===== src/rtl/reg_bank8x8.sv =====
// Eight-entry register bank with one write port and one in-place up/down counter port.
// Define REG_BANK_R0_ZERO_EN to hardwire r0 to zero.
module reg_bank8x8 #(
  parameter int unsigned          WIDTH     = 8,
  parameter logic [WIDTH-1:0]     RESET_VAL = '0
) (
  input  logic             clk,
  input  logic             rst_n,
  input  logic             clr,
  input  logic             we,
  input  logic [2:0]       waddr,
  input  logic [WIDTH-1:0] wdata,
  input  logic             cnt_en,
  input  logic             cnt_dir,
  input  logic [2:0]       caddr,
  output logic [WIDTH-1:0] r0,
  output logic [WIDTH-1:0] r1,
  output logic [WIDTH-1:0] r2,
  output logic [WIDTH-1:0] r3,
  output logic [WIDTH-1:0] r4,
  output logic [WIDTH-1:0] r5,
  output logic [WIDTH-1:0] r6,
  output logic [WIDTH-1:0] r7,
  output logic             zero,
  output logic             wrap
);

  logic [WIDTH-1:0] regs_q [8];
  logic [WIDTH-1:0] regs_d [8];
  logic             zero_q, zero_d;
  logic             wrap_q, wrap_d;
  logic             cnt_hit;
  logic [WIDTH-1:0] cnt_cur, cnt_nxt;

  // A write to the same index as the counter cancels the counter operation entirely.
  assign cnt_hit = cnt_en && !(we && (waddr == caddr));

  always_comb begin
    regs_d  = regs_q;
    zero_d  = zero_q;
    wrap_d  = 1'b0;
    cnt_cur = regs_q[caddr];
    cnt_nxt = cnt_dir ? (cnt_cur + 1'b1) : (cnt_cur - 1'b1);
    if (clr) begin
      for (int i = 0; i < 8; i++) begin
        regs_d[i] = RESET_VAL;
      end
      zero_d = (RESET_VAL == '0);
    end else begin
      if (cnt_hit) begin
        regs_d[caddr] = cnt_nxt;
        zero_d        = (cnt_nxt == '0);
        wrap_d        = cnt_dir ? (cnt_cur == '1) : (cnt_cur == '0);
      end
      if (we) begin
        regs_d[waddr] = wdata;
      end
`ifdef REG_BANK_R0_ZERO_EN
      if (cnt_hit && (caddr == 3'd0)) begin
        zero_d = 1'b1;
        wrap_d = 1'b0;
      end
`endif
    end
`ifdef REG_BANK_R0_ZERO_EN
    regs_d[0] = '0;
`endif
  end

  always_ff @(posedge clk) begin
    if (!rst_n) begin
      for (int i = 0; i < 8; i++) begin
        regs_q[i] <= RESET_VAL;
      end
`ifdef REG_BANK_R0_ZERO_EN
      regs_q[0] <= '0;
`endif
      zero_q <= (RESET_VAL == '0);
      wrap_q <= 1'b0;
    end else begin
      for (int i = 0; i < 8; i++) begin
        regs_q[i] <= regs_d[i];
      end
      zero_q <= zero_d;
      wrap_q <= wrap_d;
    end
  end

  assign r0   = regs_q[0];
  assign r1   = regs_q[1];
  assign r2   = regs_q[2];
  assign r3   = regs_q[3];
  assign r4   = regs_q[4];
  assign r5   = regs_q[5];
  assign r6   = regs_q[6];
  assign r7   = regs_q[7];
  assign zero = zero_q;
  assign wrap = wrap_q;

endmodule


===== config.mk =====
export PLATFORM = sky130hd
export DESIGN_NAME = reg_bank8x8
export DESIGN_NICKNAME = d
export VERILOG_FILES = /design/src/rtl/reg_bank8x8.sv
export SDC_FILE = /design/constraint.sdc
export NUM_CORES = 1
export LEC_CHECK = 0
export BUFFER_PORTS_ARGS = -buffer_cell sky130_fd_sc_hd__buf_2
export CAP_MARGIN = 20
export CORE_MARGIN = 1
export CORE_UTILIZATION = 50
export DETAILED_ROUTE_END_ITERATION = 12
export GPL_ROUTABILITY_DRIVEN = 0
export GPL_TIMING_DRIVEN = 0
export PLACE_DENSITY = 0.74
export SYNTH_ARGS = -nofsm -noshare
export SYNTH_HDL_FRONTEND = slang
export SYNTH_SLANG_ARGS = --single-unit

===== constraint.sdc =====
create_clock -name clk -period 3.35 [get_ports clk]
set_input_delay 0.335 -clock clk [delete_from_list [all_inputs] [get_ports clk]]
set_output_delay 0.335 -clock clk [all_outputs]
set_load 0.02 [all_outputs]

==> results of run 1 <==
[cell families (layout without fill, tap and decap cells)]
group / count (synthesis) / after routing
fa+ha+maj: 10 / 10
simple gates: 151 / 151
mux: 55 / 55
compound gates: 137 / 137
buf+inv: 49 / 146
flops: 66 / 66
xor+xnor: 7 / 8
[state kept, by name, indices dropped and copies added, names as in the netlist, 8 cells and up]
name	flops
r0	8
r1	8
r2	8
r3	8
r4	8
r5	8
r6	8
r7	8
[what timing repair did]
item                                    CTS  global route
cloned                                    1             0
endpoints found under the setup margin   41            33
buffers inserted                          1             1
hold buffers                              0             0
pin swaps                                 2             3
resized for setup                         9             8
[per-stage QoR]
step	std cells	total power [mW]	TNS [ps]
after floorplan	475	1.05	0
after global placement	657	1.15	-23320
after detailed placement	657	1.15	-25940
after CTS	674	1.85	0
after global routing	675	1.93	-39.1
final	675	1.88	0
[synth_stat cells, types with 2 or more instances]
cell	instances
sky130_fd_sc_hd__buf_2	9
sky130_fd_sc_hd__xnor2_1	5
sky130_fd_sc_hd__nand3b_1	2
sky130_fd_sc_hd__a221oi_1	4
sky130_fd_sc_hd__nand2_1	62
sky130_fd_sc_hd__nand4_1	5
sky130_fd_sc_hd__o211ai_1	6
sky130_fd_sc_hd__o22ai_1	8
sky130_fd_sc_hd__a41oi_1	2
sky130_fd_sc_hd__dfxtp_1	66
sky130_fd_sc_hd__mux4_2	10
sky130_fd_sc_hd__or4_1	2
sky130_fd_sc_hd__a311oi_1	7
sky130_fd_sc_hd__a21o_1	2
sky130_fd_sc_hd__mux2i_1	38
sky130_fd_sc_hd__and2_1	7
sky130_fd_sc_hd__mux2_2	6
sky130_fd_sc_hd__nand3_1	13
sky130_fd_sc_hd__nand2b_1	2
sky130_fd_sc_hd__a21oi_1	47
sky130_fd_sc_hd__buf_1	5
sky130_fd_sc_hd__a211oi_1	22
sky130_fd_sc_hd__inv_1	9
sky130_fd_sc_hd__a31oi_1	7
sky130_fd_sc_hd__nor2b_1	7
sky130_fd_sc_hd__nor3b_1	2
sky130_fd_sc_hd__nor3_1	2
sky130_fd_sc_hd__ha_1	9
sky130_fd_sc_hd__nor2_1	40
sky130_fd_sc_hd__o21ai_0	27
sky130_fd_sc_hd__nor4_1	2
sky130_fd_sc_hd__buf_6	2
sky130_fd_sc_hd__clkbuf_1	22
[power by group]
group | internal [mW] | switching (mW) | total (mW) | leakage [nW]
sequential | 0.802 | 0.0144 | 0.816 | 0.534
clock | 0.400 | 0.311 | 0.711 | 0.106
combinational | 0.118 | 0.232 | 0.350 | 1.29
[layout make-up]
type                            instances  area [um^2]
Fill cell                             691         2890
Multi-Input combinational cell        361         2530
Sequential cell                        66         1320
Timing Repair Buffer                   82          415
Buffer                                 39          195
Clock buffer                           13          169
Tap cell                              102          128
Inverter                               10         40.0
Clock inverter                          2         35.0
[routing by layer]
layer  global-route usage  up-vias
li1                     -     1931
met1                0.431     1956
met2                0.539      303
met3               0.0637       60
met4                0.187        0
met5                    0        -
[path summary, 6_finish.rpt]
| path | from | cells past startpoint | end | slack (ps) |
|---|---|---|---|---|
| min reg2reg | r0[6] | 2 | r0[6] | 490 |
| max | caddr[2] | 13 | r1[6] | 100 |
| min | wdata[7] | 3 | r4[7] | 280 |
| max reg2reg | r7[0] | 11 | r1[6] | 150 |
[worst max-delay path, delay by kind of cell]
family | cells | cell delay [ps]
adder cells (fa/ha/maj) | 1 | 360
AO/OA/AOI/OAI | 6 | 1670
AND/OR/NAND/NOR | 1 | 110
multiplexers | 1 | 190
buffers and inverters | 4 | 860
==> results_tabular.tex, run 1 <==
\begin{tabular}{lr}
\hline
Metric & Value \\
\hline
\multicolumn{2}{l}{\textbf{Outcome}} \\
Result of the run & complete, no violations \\
\multicolumn{2}{l}{\textbf{STA}} \\
Worst slew slack as a fraction of its limit & 0.406 \\
Ratio of final minimum period to clock period & 0.970 \\
RSZ-0062 raised after global routing & yes \\
Period minus WS final & 3250 ps \\
Final setup margin & 102 ps \\
Worst Tran Pin Value & 888 ps \\
Final-report max-slew violation count & 0 \\
Max Clock Skew & 7.96 ps \\
Post-Route Hold Slack & 280 ps \\
Final setup vio count & 0 \\
Maximum clock frequency & 308 MHz \\
Number of hold-slack violations in the final timing report & 0 \\
\multicolumn{2}{l}{\textbf{Route}} \\
Routed length on met3 & 1470 um \\
Post-detailed-route count of antenna-violating nets & 0 \\
Met2 wire len & 6320 um \\
Drt via density & 6.30 \\
Via total after detailed routing & 4250 \\
Number of design-rule violations left by the first detailed-router iteration & 582 \\
Highest routed layer & met4 \\
Initial DRT Pass Iterations & 5 \\
Metal1 wirelength & approximately 5500 um \\
Drc violations & 0 \\
Sum of routed wire length over all layers & approximately 14000 um \\
Avg WL per Cell & around 21 um \\
\multicolumn{2}{l}{\textbf{GRT}} \\
Overall Global Routing Usage & 0.338 \\
Overflow left after global routing & 0 \\
First-pass GRT wire length & 21300 um \\
Initial antenna violation count & 0 \\
Via count of the first global-routing pass & around 3900 \\
Maximum number of pins on one net before global-route repair & 12 \\
\multicolumn{2}{l}{\textbf{Synthesis}} \\
Simple-gate share of the synthesized area & 0.172 \\
Compound-Gate Fraction of Synth Area & 0.215 \\
Part of the Yosys area used for sequential elements & 0.332 \\
Parity-gate share of the synthesized area counting xor and xnor cells & 0.0192 \\
Instance count of the mapped netlist & 475 \\
Arithmetic-cell share of the synthesized area counting full adders, half adders and majority gates & 0.0333 \\
Dominant combinational cell family by area after synthesis & compound AO/OA/AOI/OAI gates \\
Commonest register cell after synthesis & sky130\_fd\_sc\_hd\_\_dfxtp\_1 \\
Number of warning messages in the yosys log & 0 \\
Area share of the largest cell type after synthesis & 0.332 \\
Synthesized net count & about 510 \\
Largest cells by area after synthesis & sky130\_fd\_sc\_hd\_\_dfxtp\_1 33\%, sky130\_fd\_sc\_hd\_\_mux2i\_1 9.5\%, sky130\_fd\_sc\_hd\_\_a21oi\_1 5.9\%, sky130\_fd\_sc\_hd\_\_nand2\_1 5.8\%, sky130\_fd\_sc\_hd\_\_mux4\_2 5.7\% \\
Yosys cell types & 49 \\
Post-synth design cell area & 3990 um\^{}2 \\
Multiplexer share of the synthesized area & 0.175 \\
Per-instance average area after synthesis & 8.39 um\^{}2 \\
Count of state elements after synthesis & 66 \\
Async SR Flop Fraction & 0 \\
Number of flops mapped to enable cells by yosys & 0 \\
Cell taking the most area after synthesis & sky130\_fd\_sc\_hd\_\_dfxtp\_1 \\
\multicolumn{2}{l}{\textbf{Power and ir drop}} \\
Worst VDD drop & between 200 and 300 uV \\
P per Cell Area & about 390 nW/um\^{}2 \\
Static leakage & 1.93 nW \\
\multicolumn{2}{l}{\textbf{Place}} \\
Detailed-placement wirelength estimate & 9580 um \\
Port Buf Inserts & 80 \\
DP Worst Slack & -787 ps \\
Cell Area, Placed & 4520 um\^{}2 \\
\multicolumn{2}{l}{\textbf{Floorplan}} \\
I/O pin count & 86 \\
Horizontal die dimension & 91.3 um \\
Num rows & 32 \\
Vertical die dimension & about 91 um \\
Effective utilization at floorplan & 0.516 \\
Core area & 7730 um\^{}2 \\
Die area & 8330 um\^{}2 \\
\multicolumn{2}{l}{\textbf{Setup path}} \\
Series of cell instances along the critical path & buf\_2, buf\_2, clkbuf\_2, a21oi\_1, a311oi\_4, inv\_1, ha\_1, a21o\_1, a21oi\_2, nor2b\_1, o311ai\_4, mux2i\_1, a21oi\_1 \\
Worst EP arrival & 3540 ps \\
Crit-path max cell delay & 560 ps \\
Crit Path Category & primary input to flop \\
Category of the worst setup path launch point & primary input \\
Maximum fanout count along the critical path & 10 \\
Required arrival time at the worst endpoint & 3640 ps \\
Slowest library cell on the worst path & sky130\_fd\_sc\_hd\_\_o311ai\_4 \\
Setup crit end kind & flop \\
\multicolumn{2}{l}{\textbf{CTS}} \\
TritonCTS sink count & 66 \\
Clock tree from TritonCTS & yes \\
Clock slew at reported path FFs & 70 ps \\
Worst-skew pair later-pin latency & 360 ps \\
Library cell used as clock root buffer & sky130\_fd\_sc\_hd\_\_clkbuf\_8 \\
Buffers from clock root to sink, at most & 2 \\
Number of CTS-inserted buffers & 9 \\
Max H-tree Level & 3 \\
\multicolumn{2}{l}{\textbf{Finish}} \\
Number of diodes & 0 \\
Layout Nets & roughly 600 \\
Most common cell after layout, fill and taps aside & sky130\_fd\_sc\_hd\_\_buf\_2 \\
Fin util & 0.626 \\
Commonest cells after routing, fill and taps aside & 87 x sky130\_fd\_sc\_hd\_\_buf\_2, 66 x sky130\_fd\_sc\_hd\_\_dfxtp\_1, 62 x sky130\_fd\_sc\_hd\_\_nand2\_1 \\
Ratio of cells with drive above 1 in the final layout & 0.244 \\
Growth of design area from synthesis to finish & 21.4\% \\
Total non-filler cell area in the finished layout & 4840 um\^{}2 \\
\multicolumn{2}{l}{\textbf{Job}} \\
Max capacitance violation total & 0 \\
\multicolumn{2}{l}{\textbf{Worst hold path}} \\
Min-delay worst type & primary input to flop \\
\hline
\end{tabular}
Power figures use the tool's default switching activity.
==> inputs of run 2 (changes only) <==
--- a/config.mk
+++ b/config.mk
@@ -8,11 +8,12 @@
 export BUFFER_PORTS_ARGS = -buffer_cell sky130_fd_sc_hd__buf_2
 export CAP_MARGIN = 20
 export CORE_MARGIN = 1
-export CORE_UTILIZATION = 50
+export CORE_UTILIZATION = 51
+export CTS_BUF_LIST = sky130_fd_sc_hd__clkbuf_8
 export DETAILED_ROUTE_END_ITERATION = 12
 export GPL_ROUTABILITY_DRIVEN = 0
 export GPL_TIMING_DRIVEN = 0
-export PLACE_DENSITY = 0.74
+export PLACE_DENSITY = 0.75
 export SYNTH_ARGS = -nofsm -noshare
 export SYNTH_HDL_FRONTEND = slang
 export SYNTH_SLANG_ARGS = --single-unit
==> run 2 against run 1 <==
  * Cell count down 0.30%
  * Flip-flop and latch count stayed put
  * Cell area increased by 0.60%
  * Die area decreased by 1.9%
  * Register-to-register slack hardly changed
==> results_tabular.tex, run 2 (synthesized netlist as in run 1, its figures left out) <==
\begin{tabular}{lr}
\hline
Metric & Value \\
\hline
\multicolumn{2}{l}{\textbf{CTS}} \\
Clock slew at reported path FFs & 70 ps \\
Buffers from clock root to sink, at most & 2 \\
Library cell used as clock root buffer & sky130\_fd\_sc\_hd\_\_clkbuf\_8 \\
TritonCTS sink count & 66 \\
Worst-skew pair later-pin latency & between 300 and 400 ps \\
Max H-tree Level & 3 \\
Number of CTS-inserted buffers & 9 \\
Clock tree from TritonCTS & yes \\
\multicolumn{2}{l}{\textbf{STA}} \\
Setup TNS & 0 ps \\
Period minus WS final & 3280 ps \\
Final-report max-slew violation count & 0 \\
Max Clock Skew & between 9 and 10 ps \\
Ratio of final minimum period to clock period & 0.979 \\
Number of hold-slack violations in the final timing report & 0 \\
Final setup vio count & 0 \\
Worst slew slack as a fraction of its limit & 0.439 \\
Worst Tran Pin Value & 838 ps \\
Maximum clock frequency & around 300 MHz \\
Post-Route Hold Slack & 279 ps \\
\multicolumn{2}{l}{\textbf{Power and ir drop}} \\
Net Sw Frac & 0.322 \\
Static leakage & 1.94 nW \\
Final Total Pwr & around 1.8 mW \\
Internal power & 1.21 mW \\
Fraction of power consumed by combinational cells & 0.210 \\
Portion of total power attributed to the clock network & 0.331 \\
Worst VDD drop & 258 uV \\
Psw & 0.573 mW \\
Sequential share of power & 0.459 \\
P per Cell Area & 366 nW/um\^{}2 \\
\multicolumn{2}{l}{\textbf{Floorplan}} \\
I/O pin count & between 80 and 90 \\
Num rows & 31 \\
Die area & 8170 um\^{}2 \\
Effective utilization at floorplan & 0.538 \\
Core area & 7410 um\^{}2 \\
Vertical die dimension & 90.4 um \\
Horizontal die dimension & 90.4 um \\
\multicolumn{2}{l}{\textbf{Finish}} \\
Ratio of cells with drive above 1 in the final layout & 0.249 \\
Commonest cells after routing, fill and taps aside & 88 x sky130\_fd\_sc\_hd\_\_buf\_2, 66 x sky130\_fd\_sc\_hd\_\_dfxtp\_1, 62 x sky130\_fd\_sc\_hd\_\_nand2\_1 \\
Growth of design area from synthesis to finish & 22.1\% \\
Fin util & 0.657 \\
Non-Filler Instances & 673 \\
Number of diodes & 0 \\
Layout Nets & 599 \\
Most common cell after layout, fill and taps aside & sky130\_fd\_sc\_hd\_\_buf\_2 \\
\multicolumn{2}{l}{\textbf{GRT}} \\
Global Route met1 Usage & 0.474 \\
Maximum number of pins on one net before global-route repair & 12 \\
Overall Global Routing Usage & 0.350 \\
Busiest layer in global routing & met2 \\
Overflow left after global routing & 0 \\
Global-route track usage on met2 & 0.543 \\
Initial antenna violation count & 0 \\
First-pass GRT wire length & 21700 um \\
Via count of the first global-routing pass & 3906 \\
Global Route met3 Usage & 0.0690 \\
\multicolumn{2}{l}{\textbf{Worst hold path}} \\
Worst min-delay path endpoint & r0[7] \\
Startpoint of the most critical hold path & wdata[7] \\
Worst Hold Path Cells & 3 \\
Min-delay worst type & primary input to flop \\
\multicolumn{2}{l}{\textbf{Place}} \\
Port Buf Inserts & 80 \\
Detailed-placement wirelength estimate & 9590 um \\
\# placed instances & 654 \\
\multicolumn{2}{l}{\textbf{Route}} \\
Avg WL per Cell & 21.5 um \\
Number of design-rule violations left by the first detailed-router iteration & 758 \\
Post-detailed-route count of antenna-violating nets & 0 \\
Sum of routed wire length over all layers & 14400 um \\
Drt via density & 6.50 \\
Initial DRT Pass Iterations & 6 \\
Drc violations & 0 \\
Via total after detailed routing & about 4400 \\
\multicolumn{2}{l}{\textbf{Setup path}} \\
End of the worst register-to-register path & r5[6] \\
Crit Path Category & primary input to flop \\
Number of cells on the worst reg-to-reg path & 13 \\
Category of the worst setup path launch point & primary input \\
Crit-path max cell delay & 370 ps \\
Series of cell instances along the critical path & buf\_2, clkbuf\_4, mux2\_2, a22oi\_1, nor2\_1, a311oi\_2, inv\_1, ha\_1, a21o\_1, a21oi\_4, nand3b\_1, o311ai\_4, buf\_12, mux2i\_1, a21oi\_1 \\
Setup crit end kind & flop \\
Minimum setup slack among reg-to-reg paths & 140 ps \\
Required arrival time at the worst endpoint & around 3600 ps \\
Worst r2r src & r4[2] \\
Worst EP arrival & 3480 ps \\
Slowest library cell on the worst path & sky130\_fd\_sc\_hd\_\_ha\_1 \\
Maximum fanout count along the critical path & 10 \\
\multicolumn{2}{l}{\textbf{Job}} \\
Max capacitance violation total & 0 \\
\multicolumn{2}{l}{\textbf{Outcome}} \\
Result of the run & complete, no violations \\
\hline
\end{tabular}
run 2: cell count changes in the layout (fill, tap and decap cells not counted), sizes merged:
| cell | before | now |
|---|---|---|
| inv | 10 | 14 |
| clkbuf | 35 | 32 |
| buf | 99 | 98 |
| bufinv | 1 | 0 |
| clkinvlp | 0 | 1 |
| o311ai | 1 | 2 |
run 2: how the worst max path moves through the flow:
stage	slack, ps	cells past startpoint	to	startpoint
global route	-20	14	r7[5]	caddr[1]
finish	70	15	r5[6]	caddr[1]
floorplan	90	11	zero	caddr[1]
CTS	3	14	zero	caddr[1]
detailed placement	-820	13	r2[6]	caddr[1]
global placement	-740	13	r1[6]	caddr[1]
run 2: layer usage:
metal  vias up  wire [um]
met3        57       1760
met5         -          0
met1      2048       5770
met2       329       6470
met4         0        453
li1       1938          -
run 2: repair_timing:
| item | in CTS | in global routing |
|---|---|---|
| endpoints found under the setup margin | 41 | 33 |
| endpoints found under the hold margin | 0 | 0 |
| hold buffers | 0 | 0 |
| gates cloned | 2 | 0 |
| pin swaps | 2 | 4 |
| gates resized for setup | 10 | 12 |
| setup buffers | 1 | 1 |
run 2: through the flow:
| stage | instance area (um^2) | worst slack (ps) |
|---|---|---|
| 6_report | 4860 | 71.1 |
| 5_1_grt | 4860 | -16.2 |
| 4_1_cts | 4780 | 2.82 |
| 3_5_place_dp | 4520 | -816 |
| 3_3_place_gp | 4520 | -741 |
| 2_1_floorplan | 3990 | 92.2 |
run 2: power by group through the flow:
stage / sequential (mW) / combinational (mW) / clock, mW
2_1_floorplan: 0.852 / 0.195 / 0
3_3_place_gp: 0.833 / 0.314 / 0
3_5_place_dp: 0.834 / 0.320 / 0
4_1_cts: 0.816 / 0.343 / 0.583
5_1_grt: 0.818 / 0.394 / 0.622
6_report: 0.817 / 0.374 / 0.590
run 2: cell type report:
cell class | instances | area [um^2]
Multi-Input combinational cell | 362 | 2600
Fill cell | 667 | 2540
Sequential cell | 66 | 1320
Timing Repair Buffer | 82 | 428
Buffer | 38 | 185
Clock buffer | 10 | 138
Tap cell | 99 | 124
Inverter | 10 | 40.0
Clock inverter | 6 | 27.5
run 2: critical path: cells and delay by family:
family          cells  cell delay [ps]
compound gates      6             1250
buf+inv             4              610
mux                 2              520
simple gates        2              390
fa+ha+maj           1              370
==> inputs of run 3 (changes only) <==
--- a/config.mk
+++ b/config.mk
@@ -13,6 +13,7 @@
 export DETAILED_ROUTE_END_ITERATION = 12
 export GPL_ROUTABILITY_DRIVEN = 0
 export GPL_TIMING_DRIVEN = 0
+export MAX_ROUTING_LAYER = met4
 export PLACE_DENSITY = 0.75
 export SYNTH_ARGS = -nofsm -noshare
 export SYNTH_HDL_FRONTEND = slang
==> run 3 against run 2 <==
  * Total power rose by 0.10%
  * Cell area unchanged
  * Global-route usage is 1.0 points higher
  * Setup slack worse by 5.1 ps
  * Non-clock buffer count stayed put
  * Sequential power about the same
  * Clock skew grew 2.1 ps
  * Register-to-register slack about the same
  * Critical endpoint unchanged
  * Largest cell class unchanged
==> results_tabular.tex, run 3 (synthesized netlist as in run 1, its figures left out) <==
\begin{tabular}{lr}
\hline
Metric & Value \\
\hline
\multicolumn{2}{l}{\textbf{Floorplan}} \\
Core area & roughly 7400 um\^{}2 \\
I/O pin count & between 80 and 90 \\
Effective utilization at floorplan & 0.538 \\
Die area & about 8000 um\^{}2 \\
Horizontal die dimension & $\sim$90 um \\
Num rows & 31 \\
Vertical die dimension & roughly 90 um \\
\multicolumn{2}{l}{\textbf{Setup path}} \\
Required arrival time at the worst endpoint & 3560 ps \\
Worst EP arrival & $\sim$3500 ps \\
Setup crit end kind & flop \\
Maximum fanout count along the critical path & 10 \\
Crit Path Category & primary input to flop \\
Category of the worst setup path launch point & primary input \\
\multicolumn{2}{l}{\textbf{STA}} \\
Final setup vio count & 0 \\
Ratio of final minimum period to clock period & 0.980 \\
Final-report max-slew violation count & 0 \\
Number of hold-slack violations in the final timing report & 0 \\
Worst slew slack as a fraction of its limit & 0.412 \\
Maximum clock frequency & 305 MHz \\
Post-Route Hold Slack & about 270 ps \\
Period minus WS final & 3280 ps \\
Max Clock Skew & 11.5 ps \\
Worst Tran Pin Value & 880 ps \\
Final setup margin & 66.0 ps \\
\multicolumn{2}{l}{\textbf{Route}} \\
Number of design-rule violations left by the first detailed-router iteration & around 760 \\
Via total after detailed routing & 4414 \\
Drc violations & 0 \\
Drt via density & 6.56 \\
Initial DRT Pass Iterations & 5 \\
Sum of routed wire length over all layers & 14400 um \\
Post-detailed-route count of antenna-violating nets & 0 \\
Avg WL per Cell & 21.4 um \\
\multicolumn{2}{l}{\textbf{CTS}} \\
TritonCTS sink count & 66 \\
Library cell used as clock root buffer & sky130\_fd\_sc\_hd\_\_clkbuf\_8 \\
Worst-skew pair later-pin latency & $\sim$360 ps \\
Clock tree from TritonCTS & yes \\
Number of CTS-inserted buffers & 9 \\
Buffers from clock root to sink, at most & 2 \\
Post-cts hold buffer count & 0 \\
Max H-tree Level & 3 \\
Clock slew at reported path FFs & 70 ps \\
\multicolumn{2}{l}{\textbf{Finish}} \\
Growth of design area from synthesis to finish & 22.1\% \\
Non-Filler Instances & 673 \\
Most common cell after layout, fill and taps aside & sky130\_fd\_sc\_hd\_\_buf\_2 \\
Fin util & 0.657 \\
Ratio of cells with drive above 1 in the final layout & 0.249 \\
Number of diodes & 0 \\
Total non-filler cell area in the finished layout & 4860 um\^{}2 \\
Fill cell instance count of the final layout & 667 \\
Commonest cells after routing, fill and taps aside & 88 x sky130\_fd\_sc\_hd\_\_buf\_2, 66 x sky130\_fd\_sc\_hd\_\_dfxtp\_1, 62 x sky130\_fd\_sc\_hd\_\_nand2\_1 \\
Layout Nets & 599 \\
\multicolumn{2}{l}{\textbf{GRT}} \\
First-pass GRT wire length & between 20000 and 25000 um \\
Via count of the first global-routing pass & $\sim$3900 \\
Overall Global Routing Usage & 0.360 \\
Overflow left after global routing & 0 \\
Initial antenna violation count & 0 \\
Maximum number of pins on one net before global-route repair & 12 \\
\multicolumn{2}{l}{\textbf{Power and ir drop}} \\
Static leakage & a little under 2 nW \\
Portion of total power attributed to the clock network & 0.332 \\
Sequential share of power & 0.458 \\
Net Sw Frac & 0.323 \\
Worst VDD drop & 257 uV \\
Psw & between 0.5 and 0.6 mW \\
P per Cell Area & roughly 370 nW/um\^{}2 \\
Internal power & 1.21 mW \\
Fraction of power consumed by combinational cells & 0.210 \\
\multicolumn{2}{l}{\textbf{Place}} \\
Port Buf Inserts & 80 \\
DP Worst Slack & -816 ps \\
Cell Area, Placed & 4520 um\^{}2 \\
\# placed instances & 654 \\
Detailed-placement wirelength estimate & 9590 um \\
\multicolumn{2}{l}{\textbf{Job}} \\
Max capacitance violation total & 0 \\
\multicolumn{2}{l}{\textbf{Worst hold path}} \\
Min-delay worst type & primary input to flop \\
\multicolumn{2}{l}{\textbf{Outcome}} \\
Result of the run & complete, no violations \\
\hline
\end{tabular}
run 3: through the flow:
| stage | total power [mW] | TNS (ps) |
|---|---|---|
| 5_1_grt | 1.83 | -57.5 |
| 3_5_place_dp | 1.15 | -24010 |
| 3_3_place_gp | 1.15 | -21450 |
| 2_1_floorplan | 1.05 | 0 |
| 4_1_cts | 1.74 | 0 |
| 6_report | 1.78 | 0 |
run 3: cell type report:
class                   instances  area (um^2)  share of cell area
clock inverters                 6         27.5             0.00566
well taps                      99          124              0.0255
flip-flops and latches         66         1320               0.272
plain buffers                  38          185              0.0381
repair buffers                 82          428              0.0880
inverters                      10         40.0             0.00823
clock buffers                  10          138              0.0283
multi-input cells             362         2600               0.535
run 3: power by group through the flow:
stage	clock network, mW	registers [mW]	logic [mW]
2_1_floorplan	0	0.852	0.195
3_3_place_gp	0	0.833	0.314
3_5_place_dp	0	0.834	0.320
4_1_cts	0.583	0.816	0.343
5_1_grt	0.621	0.818	0.394
6_report	0.592	0.817	0.374
run 3: path summary, 6_finish.rpt:
path	start	to	slack [ps]	cells past startpoint
max	caddr[1]	r5[6]	70	15
min	wdata[7]	r0[7]	270	3
max reg2reg	r4[2]	r5[6]	140	13
min reg2reg	r0[6]	r0[6]	490	2
run 3: metal layers:
layer  routed length [um]  GRT usage  up-vias
li1                     -          -     1930
met1                 5670      0.475     2055
met2                 6400      0.543      364
met3                 1790     0.0673       65
met4                  553      0.147        0
met5                    0          -        -
run 3: timing repair:
action                                  4_1_cts  5_1_grt
resized for setup                            10       12
setup buffers                                 1        1
cloned                                        2        0
pin swaps                                     2        4
endpoints found under the setup margin       41       33
endpoints found under the hold margin         0        0
run 3: worst max-delay path: stages:
cell	delay [ps]
sky130_fd_sc_hd__buf_2	110
sky130_fd_sc_hd__clkbuf_4	230
sky130_fd_sc_hd__mux2_2	350
sky130_fd_sc_hd__a22oi_1	240
sky130_fd_sc_hd__nor2_1	90
sky130_fd_sc_hd__a311oi_2	300
sky130_fd_sc_hd__inv_1	110
sky130_fd_sc_hd__ha_1	370
sky130_fd_sc_hd__a21o_1	250
sky130_fd_sc_hd__a21oi_4	210
sky130_fd_sc_hd__nand3b_1	300
sky130_fd_sc_hd__o311ai_4	170
sky130_fd_sc_hd__buf_12	170
sky130_fd_sc_hd__mux2i_1	170
sky130_fd_sc_hd__a21oi_1	90
